--- src/rtl/mem_arbiter.sv ---
// Two-master arbiter for the unified memory/peripheral port.
// Master 0 is the CPU load/store unit and master 1 is the DMA/streaming engine.
// It supports round-robin or fixed-priority arbitration and a bounded bus lock.
// Read data is routed back to the master that issued the read.
// Ports:
//   clk, rst_n                 clock, asynchronous active-low reset
//   mN_req/we/lock/addr/wdata  master N request channel
//   mN_gnt                     access accepted this cycle (combinational)
//   mN_rvalid/rdata            read return, READ_LATENCY cycles after accept
//   mem_address/write_data/we/re  shared memory port (combinational)
//   mem_read_data              memory read data
module mem_arbiter #(
    parameter int unsigned FIXED_PRIO   = 0,
    parameter int unsigned MAX_LOCK     = 16,
    parameter int unsigned READ_LATENCY = 1
) (
    input  logic        clk,
    input  logic        rst_n,
    input  logic        m0_req,
    input  logic        m0_we,
    input  logic        m0_lock,
    input  logic [31:0] m0_addr,
    input  logic [31:0] m0_wdata,
    output logic        m0_gnt,
    output logic        m0_rvalid,
    output logic [31:0] m0_rdata,
    input  logic        m1_req,
    input  logic        m1_we,
    input  logic        m1_lock,
    input  logic [31:0] m1_addr,
    input  logic [31:0] m1_wdata,
    output logic        m1_gnt,
    output logic        m1_rvalid,
    output logic [31:0] m1_rdata,
    output logic [31:0] mem_address,
    output logic [31:0] mem_write_data,
    output logic        mem_we,
    output logic        mem_re,
    input  logic [31:0] mem_read_data
);

    localparam int unsigned CW  = 8;
    localparam int unsigned LAT = READ_LATENCY;

    typedef enum logic [1:0] {
        ST_IDLE  = 2'd0,
        ST_LOCK0 = 2'd1,
        ST_LOCK1 = 2'd2
    } state_e;

    typedef struct packed {
        logic vld;
        logic id;
    } tag_t;

    state_e          state_q, state_d;
    logic            last_q, last_d;     // id of the last granted master
    logic [CW-1:0]   cnt_q, cnt_d;
    logic [CW-1:0]   cnt_inc;
    logic            own, own_lock;
    logic            gnt0, gnt1;
    tag_t            push;
    tag_t            tag_q [LAT];
    tag_t            tag_out;

    // Grant decision from registered state and current requests
    always_comb begin
        gnt0 = 1'b0;
        gnt1 = 1'b0;
        unique case (state_q)
            ST_LOCK0: gnt0 = m0_req;
            ST_LOCK1: gnt1 = m1_req;
            default: begin
                if (m0_req && m1_req) begin
                    if ((FIXED_PRIO != 0) || last_q) gnt0 = 1'b1;
                    else                             gnt1 = 1'b1;
                end else begin
                    gnt0 = m0_req;
                    gnt1 = m1_req;
                end
            end
        endcase
        // Grants are suppressed while reset is held so the port is quiet immediately
        if (!rst_n) begin
            gnt0 = 1'b0;
            gnt1 = 1'b0;
        end
    end

    assign m0_gnt = gnt0;
    assign m1_gnt = gnt1;

    // Memory port drive from the granted master
    always_comb begin
        mem_address    = gnt0 ? m0_addr  : (gnt1 ? m1_addr  : 32'd0);
        mem_write_data = gnt0 ? m0_wdata : (gnt1 ? m1_wdata : 32'd0);
        mem_we         = (gnt0 & m0_we)  | (gnt1 & m1_we);
        mem_re         = (gnt0 & ~m0_we) | (gnt1 & ~m1_we);
    end

    // Next-state logic: arbitration history and lock counter
    always_comb begin
        state_d  = state_q;
        last_d   = last_q;
        cnt_d    = cnt_q;
        own      = (state_q == ST_LOCK1);
        own_lock = own ? m1_lock : m0_lock;
        cnt_inc  = (cnt_q >= CW'(MAX_LOCK)) ? cnt_q : cnt_q + CW'(1);
        unique case (state_q)
            ST_LOCK0, ST_LOCK1: begin
                cnt_d = cnt_inc;
                if (!own_lock || (cnt_inc >= CW'(MAX_LOCK))) begin
                    state_d = ST_IDLE;
                    last_d  = own;
                    cnt_d   = '0;
                end
            end
            default: begin
                // A one-cycle lock budget is used up by the grant itself
                if (gnt0) begin
                    last_d = 1'b0;
                    if (m0_lock && (MAX_LOCK > 1)) begin
                        state_d = ST_LOCK0;
                        cnt_d   = CW'(1);
                    end
                end else if (gnt1) begin
                    last_d = 1'b1;
                    if (m1_lock && (MAX_LOCK > 1)) begin
                        state_d = ST_LOCK1;
                        cnt_d   = CW'(1);
                    end
                end
            end
        endcase
    end

    assign push.vld = (gnt0 & ~m0_we) | (gnt1 & ~m1_we);
    assign push.id  = gnt1;

    // State registers and read-tag pipeline
    always_ff @(posedge clk or negedge rst_n) begin
        if (!rst_n) begin
            state_q <= ST_IDLE;
            last_q  <= 1'b1;
            cnt_q   <= '0;
            for (int i = 0; i < int'(LAT); i++) tag_q[i] <= '0;
        end else begin
            state_q  <= state_d;
            last_q   <= last_d;
            cnt_q    <= cnt_d;
            tag_q[0] <= push;
            for (int i = 1; i < int'(LAT); i++) tag_q[i] <= tag_q[i-1];
        end
    end

    // Read return routed by the tag leaving the pipeline
    assign tag_out   = tag_q[LAT-1];
    assign m0_rvalid = tag_out.vld & ~tag_out.id;
    assign m1_rvalid = tag_out.vld &  tag_out.id;
    assign m0_rdata  = m0_rvalid ? mem_read_data : 32'd0;
    assign m1_rdata  = m1_rvalid ? mem_read_data : 32'd0;

endmodule

--- config.mk ---
export PLATFORM = sky130hd
export DESIGN_NAME = mem_arbiter
export DESIGN_NICKNAME = d
export VERILOG_FILES = /design/src/rtl/mem_arbiter.sv
export SDC_FILE = /design/constraint.sdc
export NUM_CORES = 1
export LEC_CHECK = 0
export BUFFER_PORTS_ARGS = -buffer_cell sky130_fd_sc_hd__buf_4
export CAP_MARGIN = 20
export CORE_AREA = 3 3 115 117
export CTS_CLUSTER_DIAMETER = 120
export DETAILED_ROUTE_END_ITERATION = 10
export DIE_AREA = 0 0 118 120
export PLACE_DENSITY_LB_ADDON = 0.3
export SLEW_MARGIN = 20
export SYNTH_ARGS = -nofsm -noshare
export SYNTH_HDL_FRONTEND = slang
export SYNTH_SLANG_ARGS = --single-unit
export TNS_END_PERCENT = 1
--- constraint.sdc ---
create_clock -name clk -period 2.3 [get_ports clk]
set_input_delay 0.23 -clock clk [delete_from_list [all_inputs] [get_ports clk]]
set_output_delay 0.23 -clock clk [all_outputs]
set_load 0.01 [all_outputs]
-- Word-level counts from Yosys, hierarchy flattened
Cells that the tools add are included.
W data, S select, Z words.
- register bits: 13
- input bits: 168
- output and inout port bits: 134
- word-level logic and storage cells: 64
- add/sub/neg operators: 1
- $lt $le $gt $ge: 2
- equality and inequality tests: 4
- multiplexer cells: 32
- bitwise gates (word level): 11
- reduce and logical (&&, ||, !) cells: 9
- operators by type and width (kind ; number):
    $mux W32 ; 6
    $mux W8 ; 7
    $ge A8 B5 Y1 const B ; 2
    $mux W2 ; 6
    $mux W1 ; 11
    $add A8 B1 Y8 const B ; 1
    $and A1 B1 Y1 ; 6
    $reduce_bool A3 Y1 ; 2
    $pmux W1 S2 ; 2
    $reduce_and A4 Y1 ; 1
    $ne A3 B2 Y1 const B ; 1
    $not A1 Y1 ; 3
    $reduce_and A3 Y1 ; 1
    $eq A2 B1 Y1 const B ; 1
    $eq A2 B2 Y1 const B ; 1
    $ne A2 B2 Y1 const B ; 1
    $or A1 B1 Y1 ; 2
    $reduce_and A2 Y1 ; 1
    $reduce_or A2 Y1 ; 1
    $logic_and A1 B1 Y1 ; 1
    $logic_not A1 Y1 ; 1
    $logic_or A1 B1 Y1 ; 1

-- Logic depth before layout (Yosys ltp)
Gate-level depths: netlist (run 1).
- depth in word-level cells: 7
- gate-level depth with buffers: 9
- depth with buffers taken out: 7

-- Worst setup path after synthesis (run 1)
No wires, ideal clock.
- kind: register to output
- start point: reg state_q[0]
- end point: out mem_address[10]
- data arrival time: 1.829 ns
- data required time: 2.070 ns
- setup slack: 0.241 ns
- cell stages (with the launch flop): 9
- buffers on the path: 2
- path through: dfrtp_1 -> inv_1 -> ha_1 -> buf_6 -> nand3_1 -> o2111ai_1 -> nor2_2 -> buf_2 -> a22o_1
- word-level cells in the longest chain between the ends: 5
- elaborated cells between the ends (all ways): 8
- those cells by class: 2 x eq/ne; 6 x mux
- ends and longest elaborated chain (item ; RTL line ; text):
    from (decl) ; 56 ; state_e state_q, state_d;
    from (signal assigned) ; 148 ; state_q <= state_d;
    $eq A2 B2 Y1 or $eq A2 B1 Y1 (tied branches) ; 70 ; unique case (state_q)
    $pmux W1 S2 ; 70 ;
    $mux W1 ; 84 ; if (!rst_n) begin
    $mux W32 ; 95 ; mem_address = gnt0 ? m0_addr : (gnt1 ? m1_addr : 32'd0);
    $mux W32 * ; 95 ;
    to (decl) ; 35 ; output logic [31:0] mem_address,
Every way passes the cells marked *; elsewhere a longest branch is shown, timed or not.

-- Final worst setup path (run 1)
- start point: reg state_q[1]
- end point: out mem_write_data[21]
- word-level cells in the longest chain between the ends: 5
- elaborated cells between the ends (all ways): 8
- those cells by class: 2 x eq/ne; 6 x mux
- ends and longest elaborated chain (item ; RTL line ; text):
    $eq A2 B2 Y1 or $eq A2 B1 Y1 (tied branches) ; 70 ;
    $pmux W1 S2 ; 70 ;
    $mux W1 ; 84 ;
    $mux W32 ; 96 ; mem_write_data = gnt0 ? m0_wdata : (gnt1 ? m1_wdata : 32'd0);
    $mux W32 * ; 96 ;
    to (decl) ; 36 ; output logic [31:0] mem_write_data,
Marks and branches as above.

==> results of run 1 <==
## cells in the final DEF, fill, tap and decap left out, drive strengths merged, types with 2 or more instances in the layout
cell type and count:
and3 34, clkinv 2, and2 37, clkbuf 6, dfrtp 12, o2111ai 2, ha 5, buf 317
nor2b 2, a22o 65, nor4 3, dlygate4sd3 2, nor2 3, inv 7
## worst register-to-register path, stage by stage, from the launching register on
cell and delay (ps):
sky130_fd_sc_hd__dfrtp_1 370, sky130_fd_sc_hd__inv_2 70, sky130_fd_sc_hd__ha_4 320, sky130_fd_sc_hd__buf_4 130, sky130_fd_sc_hd__o2111ai_4 140, sky130_fd_sc_hd__buf_4 170, sky130_fd_sc_hd__o31a_1 330, sky130_fd_sc_hd__a221o_1 390
## worst paths after layout
check	from	to	slack [ps]	cells after the start
worst min register to register	cnt_q[5]	cnt_q[5]	520	1
worst max register to register	state_q[0]	cnt_q[2]	240	7
worst min-delay path	m1_we	tag_out[1]	230	2
max in group asynchronous	rst_n	state_q[1]	780	3
min in group asynchronous	rst_n	last_q	520	2
worst max-delay path	state_q[1]	mem_write_data[21]	-80	7
## registers in the layout, indices dropped and copies added (netlist names)
name,count
state_q,2
cnt_q,8
tag_out,2
last_q,1
## repair_timing
item | 4_1_cts | 5_1_grt
setup buffers | 1 | 6
resized for setup | 11 | 8
endpoints found under the setup margin | 66 | 64
pin swaps | 2 | 19
hold endpoints to repair | 12 | 0
hold buffers | 2 | 0
cloned | 2 | 4
## kinds of logic after synthesis
| family | Yosys count | synth area share [%] |
|---|---|---|
| compound gates | 79 | 38.9 |
| fa+ha+maj | 5 | 3.49 |
| buf+inv | 31 | 7.47 |
| flops | 13 | 18.2 |
| mux | 1 | 0.559 |
| simple gates | 86 | 31.4 |
## power groups by stage
stage | Clock (uW) | Sequential (uW) | Combinational [uW]
finish | 328 | 340 | 2380
global route | 348 | 349 | 2540
CTS | 335 | 337 | 2230
detailed placement | 0 | 336 | 2050
global placement | 0 | 334 | 2020
floorplan | 0 | 333 | 1020
## metrics by stage
stage | area (um^2) | instances | total power (uW) | utilization (%)
after global routing | 4660 | 691 | 3240 | 37.4
after floorplan | 1790 | 215 | 1350 | -
after CTS | 4500 | 682 | 2900 | 36.1
final | 4660 | 691 | 3050 | 37.4
after detailed placement | 4250 | 673 | 2390 | 34.1
after global placement | 4250 | 673 | 2360 | 34.1
## final cells by class
class | instances | area share (%)
Timing Repair Buffer | 323 | 55.6
Clock inverter | 1 | 0.107
Tap cell | 172 | 4.62
Multi-Input combinational cell | 171 | 30.3
Clock buffer | 3 | 1.61
Sequential cell | 13 | 7.04
Inverter | 8 | 0.752
## metal layers
layer	vias up	wire, um
met5	-	0
met4	0	43
met3	4	1170
met2	207	6170
met1	1382	4530
li1	1444	-
==> run summary, run 1 <==
Setup repair after global routing could not meet its margin everywhere. CTS built an H-tree with a depth of 1. The net count after synthesis is 388. The clock period minus final worst setup slack is around 2400 ps. The total global-route track usage is 14.3%. The worst setup path is launched from a flop.

For the worst setup path, the data required time is 2070 ps. The most used flip-flop cell after synthesis is sky130_fd_sc_hd__dfrtp_1. Counting flops with a built-in enable in the synthesized netlist gives 0. The floorplan die height came out at 120 um. The total negative slack came out at -2220 ps.

Registers take around 330 um^2. The wire length of the first global-routing pass is 16,300 um. The count of endpoints failing hold in the final timing report is 0. The global-route track usage on met3 came out at under 10%. The leading cell type by number of instances after synthesis is sky130_fd_sc_hd__a22o_1. The maximum clock insertion buffer count came out at 2.

The number of filler cells placed in the layout is around 1,300. Of the cells placed in the final design, the portion with a size suffix greater than 1 is about 66%. The synthesized design spends more area on one cell type than any other, namely sky130_fd_sc_hd__a22o_1. The post-synthesis area per instance came out at 8.33 um^2.

Across the routed clock network, the largest skew measured is 2.94 ps. The multi-input combinational cells in the finished layout cover a total of between 1000 and 1500 um^2. The critical path buffer and inverter count is 4.

The post-layout net count came out at ~700. The cell row count is 41. Summed over all cells, the static leakage comes to 0.00261 uW. The worst hold path belongs to the class in -> reg. The number of iterations in the first detailed-routing pass is 4.

The fraction of registers with async set/reset is 100%. Prior to clock tree synthesis, the placed netlist has a worst setup slack of -17.9 ps. The die width came out at ~120 um.

The cell area that synthesis handed to floorplanning was 1790 um^2. The vias per cell came out at between 4 and 5. Among cell families on the critical path, the largest total delay comes from buffers and inverters.

Summed over all layers, the global routing overflow is 0. The I/O pin count came out at 302. At the later pin of the worst-skew pair, clock insertion delay measures between 200 and 250 ps. The met2 layer usage reported by global route is between 20% and 30%. The worst hold margin is 228 ps. After synthesis, the cell types taking the most area are sky130_fd_sc_hd__a22o_1 32%, sky130_fd_sc_hd__dfrtp_1 17%, sky130_fd_sc_hd__and2_1 13%. Of the total power, registers draw between 10 and 15%.

The number of nets still failing antenna checks after routing is 0. The met1 track utilization from global routing is 16.6%. The share of the synthesized area in the top cell type is a little under a third. The detail-routed net length per standard cell is between 15 and 20 um. For this configuration, the core starts out at a cell density of roughly 14%.

In this design, the stage delay of the slowest critical-path cell is 430 ps. The total of flip-flops plus latches after synthesis is 13. The signal on the critical path passes through ha_4, o2111ai_4, clkinv_4, buf_12, buf_12, a22o_1, buf_4. The worst setup path is of the reg -> out kind. The arrival time reported for the critical path endpoint came out at 2150 ps. The count of clock tree sinks is 13. The number of pins exceeding their max-slew limit in the final report is 0.

Among the stages of the critical path, the cell type that occurs most often is sky130_fd_sc_hd__buf_12. The diode insertion count for antenna repair came out at 0. Summed over all nets, the switching power comes to 1240 uW. The final wirelength is 11,900 um. The final reports fail on setup timing. The switching share of total power came out at between 40% and 50%. The number of max-capacitance violations reported came out at 0. The buffer type at the clock tree root is sky130_fd_sc_hd__clkbuf_16.

The transition time at the pin with the least slew margin came out at between 500 and 600 ps. The cell-internal power came out at between 1500 and 2000 uW. Setup violations remaining at the end of the flow were counted as 64. The area enclosed by the die boundary is around 14,000 um^2. The fraction of the cycle the final worst path needs is 103%. At the end of routability-driven placement, the weighted congestion stood at 0.785. The total CTS buffers is 3.

The TritonCTS clock tree is yes. The slowest stage of the critical path is the sky130_fd_sc_hd__dfrtp_2 cell. By count the netlist is led by 65 x sky130_fd_sc_hd__a22o_1, 36 x sky130_fd_sc_hd__and2_1, 33 x sky130_fd_sc_hd__and3_1. The number of warning messages in the yosys log is 0. The final routed DRC violation total is 0.

The final worst-path setup slack came out at -79.2 ps. The share of total power dissipated in the clock network is 10.8%. The count of buffers from port buffering came out at 301. The worst slew margin relative to its limit is 63.5%. The placed wire-length estimate came out at 8940 um. The worst IR drop on VDD is 295 uV. The number of distinct library cells after synthesis came out at 40. The area growth from synthesis to final layout is 160%.

The number of global-route vias before repair is around 3,000. The area of the core came out at 12,500 um^2. The pin count of the biggest net entering global routing is 35. Of all nets on the critical path, the largest fanout is 34.

The power share of the combinational group is roughly four fifths. The global-route layer with the greatest usage is met2. The total power divided by cell area is 654 nW/um^2. Of the synthesized area, sequential elements account for between 10% and 20%. Detailed routing inserted a total of around 3,000 vias.

Counting every instance in the synthesized netlist gives between 200 and 250. The initial antenna violation count came out at 0. The flow ran to the end, but the final reports show violations. Clock-pin slew was measured on the worst setup and hold paths at ~50 ps. The number of DRC violations after detailed-routing iteration 0 came out at 89. For this run, the top clock speed supported by timing is between 400 and 500 MHz. STA classifies the critical path endpoint as an output port.
No activity file was read; power rests on OpenSTA's default activity.
==> run 2, diff against run 1 <==
Settings changed: CORE_AREA 3 3 115 117 to 8 8 111 113, DIE_AREA 0 0 118 120 to 0 0 119 121, GPL_TIMING_DRIVEN from default to 0.
==> run 2 against run 1 <==
Compared with the run above: the run still ends with setup timing left; non-clock buffer count up 11; critical path depth up 4; fmax grew 0.21%; via count is 1.7% higher; cell area down 3.1%; sequential share of layout area up 0.20 points; clock skew rose by 1.6 ps; clock-buffer cell count grew 1; wire length grew 12%; die area grew 1.7%; power decreased by 5.9%; hold slack worse by 5.6 ps; critical path type unchanged; critical endpoint is now mem_write_data[14].
==> run summary, run 2 (synthesis results as in run 1) <==
The flow ran to the end, but the final reports show violations. The checks that failed: setup timing. The final worst-path setup slack was -74.1 ps (+5.08 ps).

The maximum clock insertion buffer count came out at 2 (unchanged). The count of clock tree sinks came out at 13 (unchanged). The number of global-route vias before repair is 3,237 (+8.2%). The total CTS buffers is 3 (unchanged). The wire length of the first global-routing pass came out at 19,000 um (+16%).

The cell row count came out at 38 (-7.3%). The worst IR drop on VDD came out at 306 uV (+3.8%). The worst clock skew came to 4.53 ps (+1.58 ps). The number of flip-flops under the largest register name is 8 (unchanged). The detail-routed net length per standard cell came to 19.8 um (+15%). The clock latency reported for the late side of the worst-skew pair came to 240 ps (about the same).

The number of iterations in the first detailed-routing pass is 4 (unchanged). The area of the multi-input gates is 1390 um^2 (-1.9%). The final number of setup-violating endpoints is 64 (unchanged). The met2 layer usage reported by global route is 31.3% (+4.7 points). The cell depth of the worst hold path is 2 (unchanged). Setup repair after global routing could not meet its margin everywhere. The worst-case reg-to-reg path depth came out at 7 (unchanged). The largest register by flop count is cnt_q.

The area growth from synthesis to final layout came out at 152%. STA classifies the critical path endpoint as an output port. The placer's final routability congestion estimate is 0.830 (+5.7%). The count of endpoints failing hold in the final timing report was 0 (unchanged). The post-layout net count came out at 704 (+1.6%). The I/O pin count is 302 (unchanged). The worst endpoint required time came out at 2070 ps (about the same). The arrival time reported for the critical path endpoint is 2140 ps (about the same).

The fraction of the cycle the final worst path needs came out at 103% (-0.22 points). The number of max-capacitance violations reported is 0 (unchanged). The number of filler cells placed in the layout is 1,051 (-17%). The floorplan die height came out at 121 um (+0.83%). The die width is 119 um (+0.85%).

The clock period minus final worst setup slack came out at 2370 ps (-5.08 ps). The count of buffers from port buffering came out at 301 (unchanged). The worst slew margin relative to its limit was 67.8% (+4.3 points). The global-route track usage on met3 came to 6.79% (+2.1 points).

The maximum operating frequency came to 421 MHz (+0.21%). The final global-route overflow total came out at 0 (unchanged). The design area came out at 4510 um^2 (-3.1%).

The tightest min-delay check is of the in -> reg type. The leakage power figure is 0.00257 uW (-1.6%). The diode insertion count for antenna repair is 0 (unchanged). The share of final-layout standard cells stronger than drive strength 1 came out at 64.2% (-1.9 points).

The placed wire-length estimate is 11,700 um (+30%). The vias per cell came out at 4.61 (+4.9%). The total global-route track usage is 16.5% (+2.2 points). The number of nets still failing antenna checks after routing is 0 (unchanged). The number of pins exceeding their max-slew limit in the final report came to 0 (unchanged). The transition time at the pin with the least slew margin came out at 479 ps (-66.8 ps). Leaving out fill and tap cells, the most frequent cells in the layout are 304 x sky130_fd_sc_hd__buf_4, 65 x sky130_fd_sc_hd__a22o_1, 36 x sky130_fd_sc_hd__and2_1, 33 x sky130_fd_sc_hd__and3_1, 13 x sky130_fd_sc_hd__buf_6. The via count came out at 3,089 (+1.7%). The setup path with the least slack is of type reg -> out. The total power divided by cell area was 635 nW/um^2 (-2.9%).

TritonCTS built the clock tree. The area of placed instances came out at 4230 um^2 (-0.62%). The global-route layer with the greatest usage is met2. STA classifies the critical path startpoint as a flop. The initial antenna violation count came to 0 (unchanged). The area of the core is 10,600 um^2 (-15%). The sequential cell area came out at 327 um^2 (-0.38%). The library cell used most frequently in the layout, excluding fill and tap cells, is sky130_fd_sc_hd__buf_4. The effective utilization at floorplan came to 16.9% (+2.5 points). The number of levels in the clock H-tree came out at 1 (unchanged). The post-placement setup slack came to -322 ps (-304 ps). The number of DRC violations after detailed-routing iteration 0 is 131 (+47%). The met1 track utilization from global routing is 16.8% (+0.26 points). The pin count of the biggest net entering global routing is 17 (-51%).

The sum of internal, switching and leakage power is 2870 uW (-5.9%). The tree is rooted in a sky130_fd_sc_hd__clkbuf_8. The final wirelength came out at 13,300 um (+12%). The maximum fanout along the worst path is 10 (-71%). The clock-pin transition on the worst setup and hold timing paths came out at 60 ps (about the same). The final routed DRC violation total was 0 (unchanged). The area enclosed by the die boundary is 14,400 um^2 (+1.7%). The total negative slack is -2280 ps (-60.8 ps). The worst hold margin was 222 ps (-5.55 ps).
-- run 2: cell count changes in the layout (fill, tap and decap cells not counted), sizes merged --
cell and change:
inv +1, buf +3, clkinv -2, dlygate4sd3 -1, bufbuf -1, clkbuf +11
-- run 2: path summary, 6_finish.rpt --
kind | start | end | slack (ps)
max | state_q[0] | mem_write_data[14] | -70
min | m0_we | tag_out[1] | 220
max reg2reg | state_q[0] | cnt_q[2] | 240
min reg2reg | cnt_q[5] | cnt_q[5] | 520
max in group asynchronous | rst_n | last_q | 1630
min in group asynchronous | rst_n | state_q[0] | 420
-- run 2: through the flow --
| stage | util, % | std cells |
|---|---|---|
| finish | 42.6 | 670 |
| global route | 42.6 | 670 |
| CTS | 42.5 | 669 |
| detailed placement | 39.9 | 656 |
| global placement | 39.9 | 656 |
| floorplan | - | 215 |
-- run 2: final cells by class --
type                            count  area share (%)
Buffer                             23            3.60
Clock buffer                        4           0.998
Inverter                            8           0.721
Multi-Input combinational cell    171            30.7
Sequential cell                    13            7.24
Tap cell                          140            3.88
Timing Repair Buffer              311            52.8
-- run 2: worst max-delay path, cell delays in order, from the launching register on --
cell                        delay (ps)
sky130_fd_sc_hd__dfrtp_1           390
sky130_fd_sc_hd__inv_2             100
sky130_fd_sc_hd__ha_4              200
sky130_fd_sc_hd__buf_6             140
sky130_fd_sc_hd__nand3b_4           90
sky130_fd_sc_hd__o2111ai_4         130
sky130_fd_sc_hd__inv_4             160
sky130_fd_sc_hd__nor2_4             50
sky130_fd_sc_hd__buf_12            140
sky130_fd_sc_hd__buf_6             140
sky130_fd_sc_hd__a22o_1            200
sky130_fd_sc_hd__buf_4             150
-- run 2: per-layer routing --
| metal | vias up | wire length, um |
|---|---|---|
| met2 | 226 | 7030 |
| met1 | 1393 | 4700 |
| met5 | - | 0 |
| met3 | 6 | 1450 |
| li1 | 1464 | - |
| met4 | 0 | 112 |
-- run 2: repair_timing --
action	CTS	global route
hold buffers	1	0
pin swaps	3	0
hold endpoints to repair	12	0
setup buffers	8	1
setup endpoints to repair	66	65
gates resized for setup	37	0
-- run 2: power breakdown --
group | leakage (uW) | total, uW | internal, uW | switching, uW
clock | 0.0000228 | 206 | 122 | 83.3
sequential | 0.000172 | 358 | 290 | 67.1
combinational | 0.00237 | 2300 | 1220 | 1080
total | 0.00257 | 2870 | 1630 | 1230
==> run 3, diff against run 2 <==
Settings changed: ABC_AREA from default to 1, CAP_MARGIN 20 to default.
==> run 3 against run 2 <==
Compared with the run above: fmax increased by 3.5%; critical endpoint is now mem_write_data[18]; largest power group unchanged; critical path type unchanged; synthesized cell count increased by 29%; clock-buffer cell count unchanged; final cell count increased by 9.0%; clock skew decreased by 1.0 ps; combinational power increased by 30%; flip-flop and latch count unchanged; the run now ends clean; clock power decreased by 4%.
==> run summary, run 3 <==
The transition time at the pin with the least slew margin came to 532 ps (+53.4 ps). Counting flops per register, the top entry is cnt_q. The count of endpoints failing hold in the final timing report is 0 (unchanged). The launching element of the worst setup path is state_q[0].

The launch instance of the worst min-delay path is m1_we. The total negative slack was 0 ps (+2280 ps). The placed wire-length estimate came to 13,000 um (+12%). The worst clock skew is 3.50 ps (-1.03 ps).

The worst IR drop on VDD came out at 576 uV (+88%). The maximum clock insertion buffer count is 2 (unchanged). In this run the clock root is driven by a sky130_fd_sc_hd__clkbuf_8. The vias per cell came to 4.31 (-6.6%). The wire length of the first global-routing pass is 20,100 um (+5.6%).

The cell with the biggest individual delay on the critical path is sky130_fd_sc_hd__dfrtp_1. The area enclosed by the die boundary is 14,400 um^2 (unchanged). The final worst-path setup slack is 6.80 ps (+80.9 ps). The worst setup slack for register-to-register paths came out at 400 ps (+160 ps). The fraction of registers with async set/reset is 100% (unchanged). The number of max-capacitance violations reported is 0 (unchanged). In this run the critical register-to-register path is captured at cnt_q[0]. The pin count of the biggest net entering global routing is 13 (-4). The I/O pin count is 302 (unchanged). The total power divided by cell area is 787 nW/um^2 (+24%). The share of the synthesized area in the top cell type is 30.6% (-1.1 points).

The diode insertion count for antenna repair came out at 0 (unchanged). In the layout the commonest cells are 298 x sky130_fd_sc_hd__buf_4, 69 x sky130_fd_sc_hd__nor2_1, 61 x sky130_fd_sc_hd__a22o_1, 44 x sky130_fd_sc_hd__inv_1, 26 x sky130_fd_sc_hd__nand2_1. Grouping stages by cell kind, the critical path spends the most delay in buffers and inverters. The final routed DRC violation total is 0 (unchanged).

The worst endpoint required time was 2070 ps (about the same). The delay of the slowest critical-path stage came out at 410 ps (+20 ps). The placer's final routability congestion estimate is 0.888 (+7.0%). The kind of start point of the critical path is a flop. The placed instance count came to 718 (+9.5%). The worst hold margin came to 246 ps (+23.4 ps). The most common flop cell mapped by yosys is sky130_fd_sc_hd__dfrtp_1. The number of iterations in the first detailed-routing pass was 4 (unchanged).

The floorplan die height is 121 um (unchanged). The final instance count without filler cells came out at 730 (+9.0%). STA classifies the critical path endpoint as an output port. The total global-route track usage came out at 18.1% (+1.6 points). The final number of setup-violating endpoints is 0 (-100%).

The effective utilization at floorplan came out at 17.5% (+0.63 points). The area growth from synthesis to final layout came out at 143%. The area of the core came out at 10,600 um^2 (unchanged).

The final wirelength came out at 14,600 um (+10%). The number of flip-flops under the largest register name is 8 (unchanged). The maximum operating frequency was 436 MHz (+3.5%).

The clock period minus final worst setup slack is 2290 ps (-80.9 ps). The post-synthesis area per instance is 6.71 um^2 (-20%). The count of clock tree sinks is 13 (unchanged).

The number of distinct library cells after synthesis is 23 (-43%). The initial antenna violation count is 0 (unchanged). The critical path buffer and inverter count is 5 (-1). The source of the worst register-to-register timing path is state_q[0]. The fraction of the cycle the final worst path needs is 99.7% (-3.5 points). The post-layout net count came out at 764 (+8.5%). The area of placed instances came out at 4290 um^2 (+1.6%). The via count is 3,145 (+1.8%).

The worst slew margin relative to its limit came out at 64.4% (-3.4 points). The number of DRC violations after detailed-routing iteration 0 came out at 121 (-7.6%). The total CTS buffers is 3 (unchanged).

The run finished with clean final reports. Sorting the synthesized cells by area gives the leading types as sky130_fd_sc_hd__a22o_1 31%, sky130_fd_sc_hd__dfrtp_1 16%, sky130_fd_sc_hd__nor2_1 14%. Counting instances in the post-synthesis netlist gives the leading cell types as 71 x sky130_fd_sc_hd__nor2_1, 65 x sky130_fd_sc_hd__a22o_1, 45 x sky130_fd_sc_hd__inv_1. The min-delay analysis places its worst path in the category in -> reg.

The leakage power figure is 0.00267 uW (+3.8%). The clock-pin transition on the worst setup and hold timing paths came out at 50 ps (about the same). The worst-case reg-to-reg path depth is 9 (+2). The number of pins exceeding their max-slew limit in the final report is 0 (unchanged). The clock latency reported for the late side of the worst-skew pair came out at 240 ps (about the same).

The most common cell in the synthesized netlist is sky130_fd_sc_hd__nor2_1. The count of buffers from port buffering came out at 301 (unchanged). Leaving out fill and tap cells, the most frequent cell in the layout is sky130_fd_sc_hd__buf_4. The cell row count came out at 38 (unchanged). Walking the worst path, the cells encountered are inv_2, ha_4, nor2_1, nor2_2, nand2_2, clkinv_4, buf_8, buf_6, a22o_4, buf_4.

Setup repair after global routing could not meet its margin everywhere. The number of warning messages in the yosys log came to 0 (unchanged). The number of filler cells placed in the layout came to 1,069 (+1.7%).

The final global-route overflow total came to 0 (unchanged). The critical path ends at mem_write_data[18]. The die width is 119 um (unchanged). The number of global-route vias before repair came out at 3,165 (-2.2%). The area of the mapped netlist came to 1860 um^2 (+3.7%). The detail-routed net length per standard cell is 20.0 um (+0.93%).

Of all cell types, the one taking the most synthesized area is sky130_fd_sc_hd__a22o_1. The total of flip-flops plus latches after synthesis is 13 (unchanged). The design area is 4510 um^2 (unchanged).

The maximum fanout along the worst path is 10 (unchanged). The arrival time reported for the critical path endpoint came to 2060 ps (-80 ps). The number of nets still failing antenna checks after routing is 0 (unchanged). The proportion of synthesized chip area in sequential cells came out at 17.6% (-0.65 points).

The number of levels in the clock H-tree came out at 1 (unchanged). The net count after synthesis came to 450 (+16%). The number of synthesized flops with an enable pin came to 0 (unchanged). TritonCTS built the clock tree. The post-placement setup slack is 30.4 ps (+352 ps). The share of final-layout standard cells stronger than drive strength 1 is 57.6% (-6.5 points). The cell depth of the worst setup path is 10 (-1). The gate count after technology mapping is 277 (+29%). The worst setup path is of the reg -> out kind.
-- run 3: logic make-up after synthesis --
kind of cell | Yosys count | share of synthesized area (%)
buffers and inverters | 65 | 17.5
adder cells (fa/ha/maj) | 5 | 3.37
XOR/XNOR | 2 | 0.943
AND/OR/NAND/NOR | 116 | 26.4
AO/OA/AOI/OAI | 76 | 34.2
flip-flops | 13 | 17.6
-- run 3: worst register-to-register path, cell delays in order (launching register included) --
cell	delay, ps
sky130_fd_sc_hd__dfrtp_1	410
sky130_fd_sc_hd__inv_2	90
sky130_fd_sc_hd__ha_4	230
sky130_fd_sc_hd__nor2_1	120
sky130_fd_sc_hd__nor2_2	70
sky130_fd_sc_hd__buf_4	130
sky130_fd_sc_hd__a21oi_1	290
sky130_fd_sc_hd__nand2_2	170
sky130_fd_sc_hd__nand2_1	180
sky130_fd_sc_hd__a21oi_1	90
-- run 3: per-layer routing --
layer	vias up	routed length (um)	track usage (%)
li1	1560	-	-
met1	1424	5380	19.4
met2	157	7000	30.2
met3	4	2140	11.9
met4	0	94	1.42
met5	-	0	0
-- run 3: worst min-delay path by stage --
stage / endpoint / slack [ps] / cells past startpoint
after floorplan: cnt_q[0] / -70 / 0
final: tag_out[1] / 250 / 2
after detailed placement: cnt_q[6] / 90 / 1
after global placement: cnt_q[6] / 90 / 1
after global routing: tag_out[1] / 240 / 2
after CTS: tag_out[1] / 240 / 2
-- run 3: area by class of cell --
| cell class | count | area (um^2) | area share (%) |
|---|---|---|---|
| plain buffers | 19 | 161 | 3.58 |
| clock buffers | 4 | 45.0 | 0.998 |
| inverters | 46 | 178 | 3.94 |
| multi-input cells | 199 | 1260 | 27.9 |
| flip-flops and latches | 13 | 328 | 7.26 |
| well taps | 140 | 175 | 3.88 |
| repair buffers | 309 | 2370 | 52.5 |
-- run 3: through the flow --
stage | utilization [%] | total power [uW]
6_report | 42.6 | 3550
4_1_cts | 41.7 | 3490
3_3_place_gp | 40.5 | 3150
5_1_grt | 42.6 | 3850
3_5_place_dp | 40.5 | 3160
2_1_floorplan | - | 1790
-- run 3: power by group --
part	internal, uW	switching, uW	total (uW)	leakage, uW
Combinational	1470	1520	2990	0.00248
Clock	122	74.7	197	0.0000228
Sequential	305	63.2	368	0.000170
-- run 3: timing repair --
action / 4_1_cts / 5_1_grt
gates cloned: 0 / 0
gates resized for setup: 9 / 13
hold endpoints to repair: 12 / 0
hold buffers: 2 / 0
pin swaps: 3 / 7
endpoints found under the setup margin: 62 / 63
buffers inserted: 3 / 3
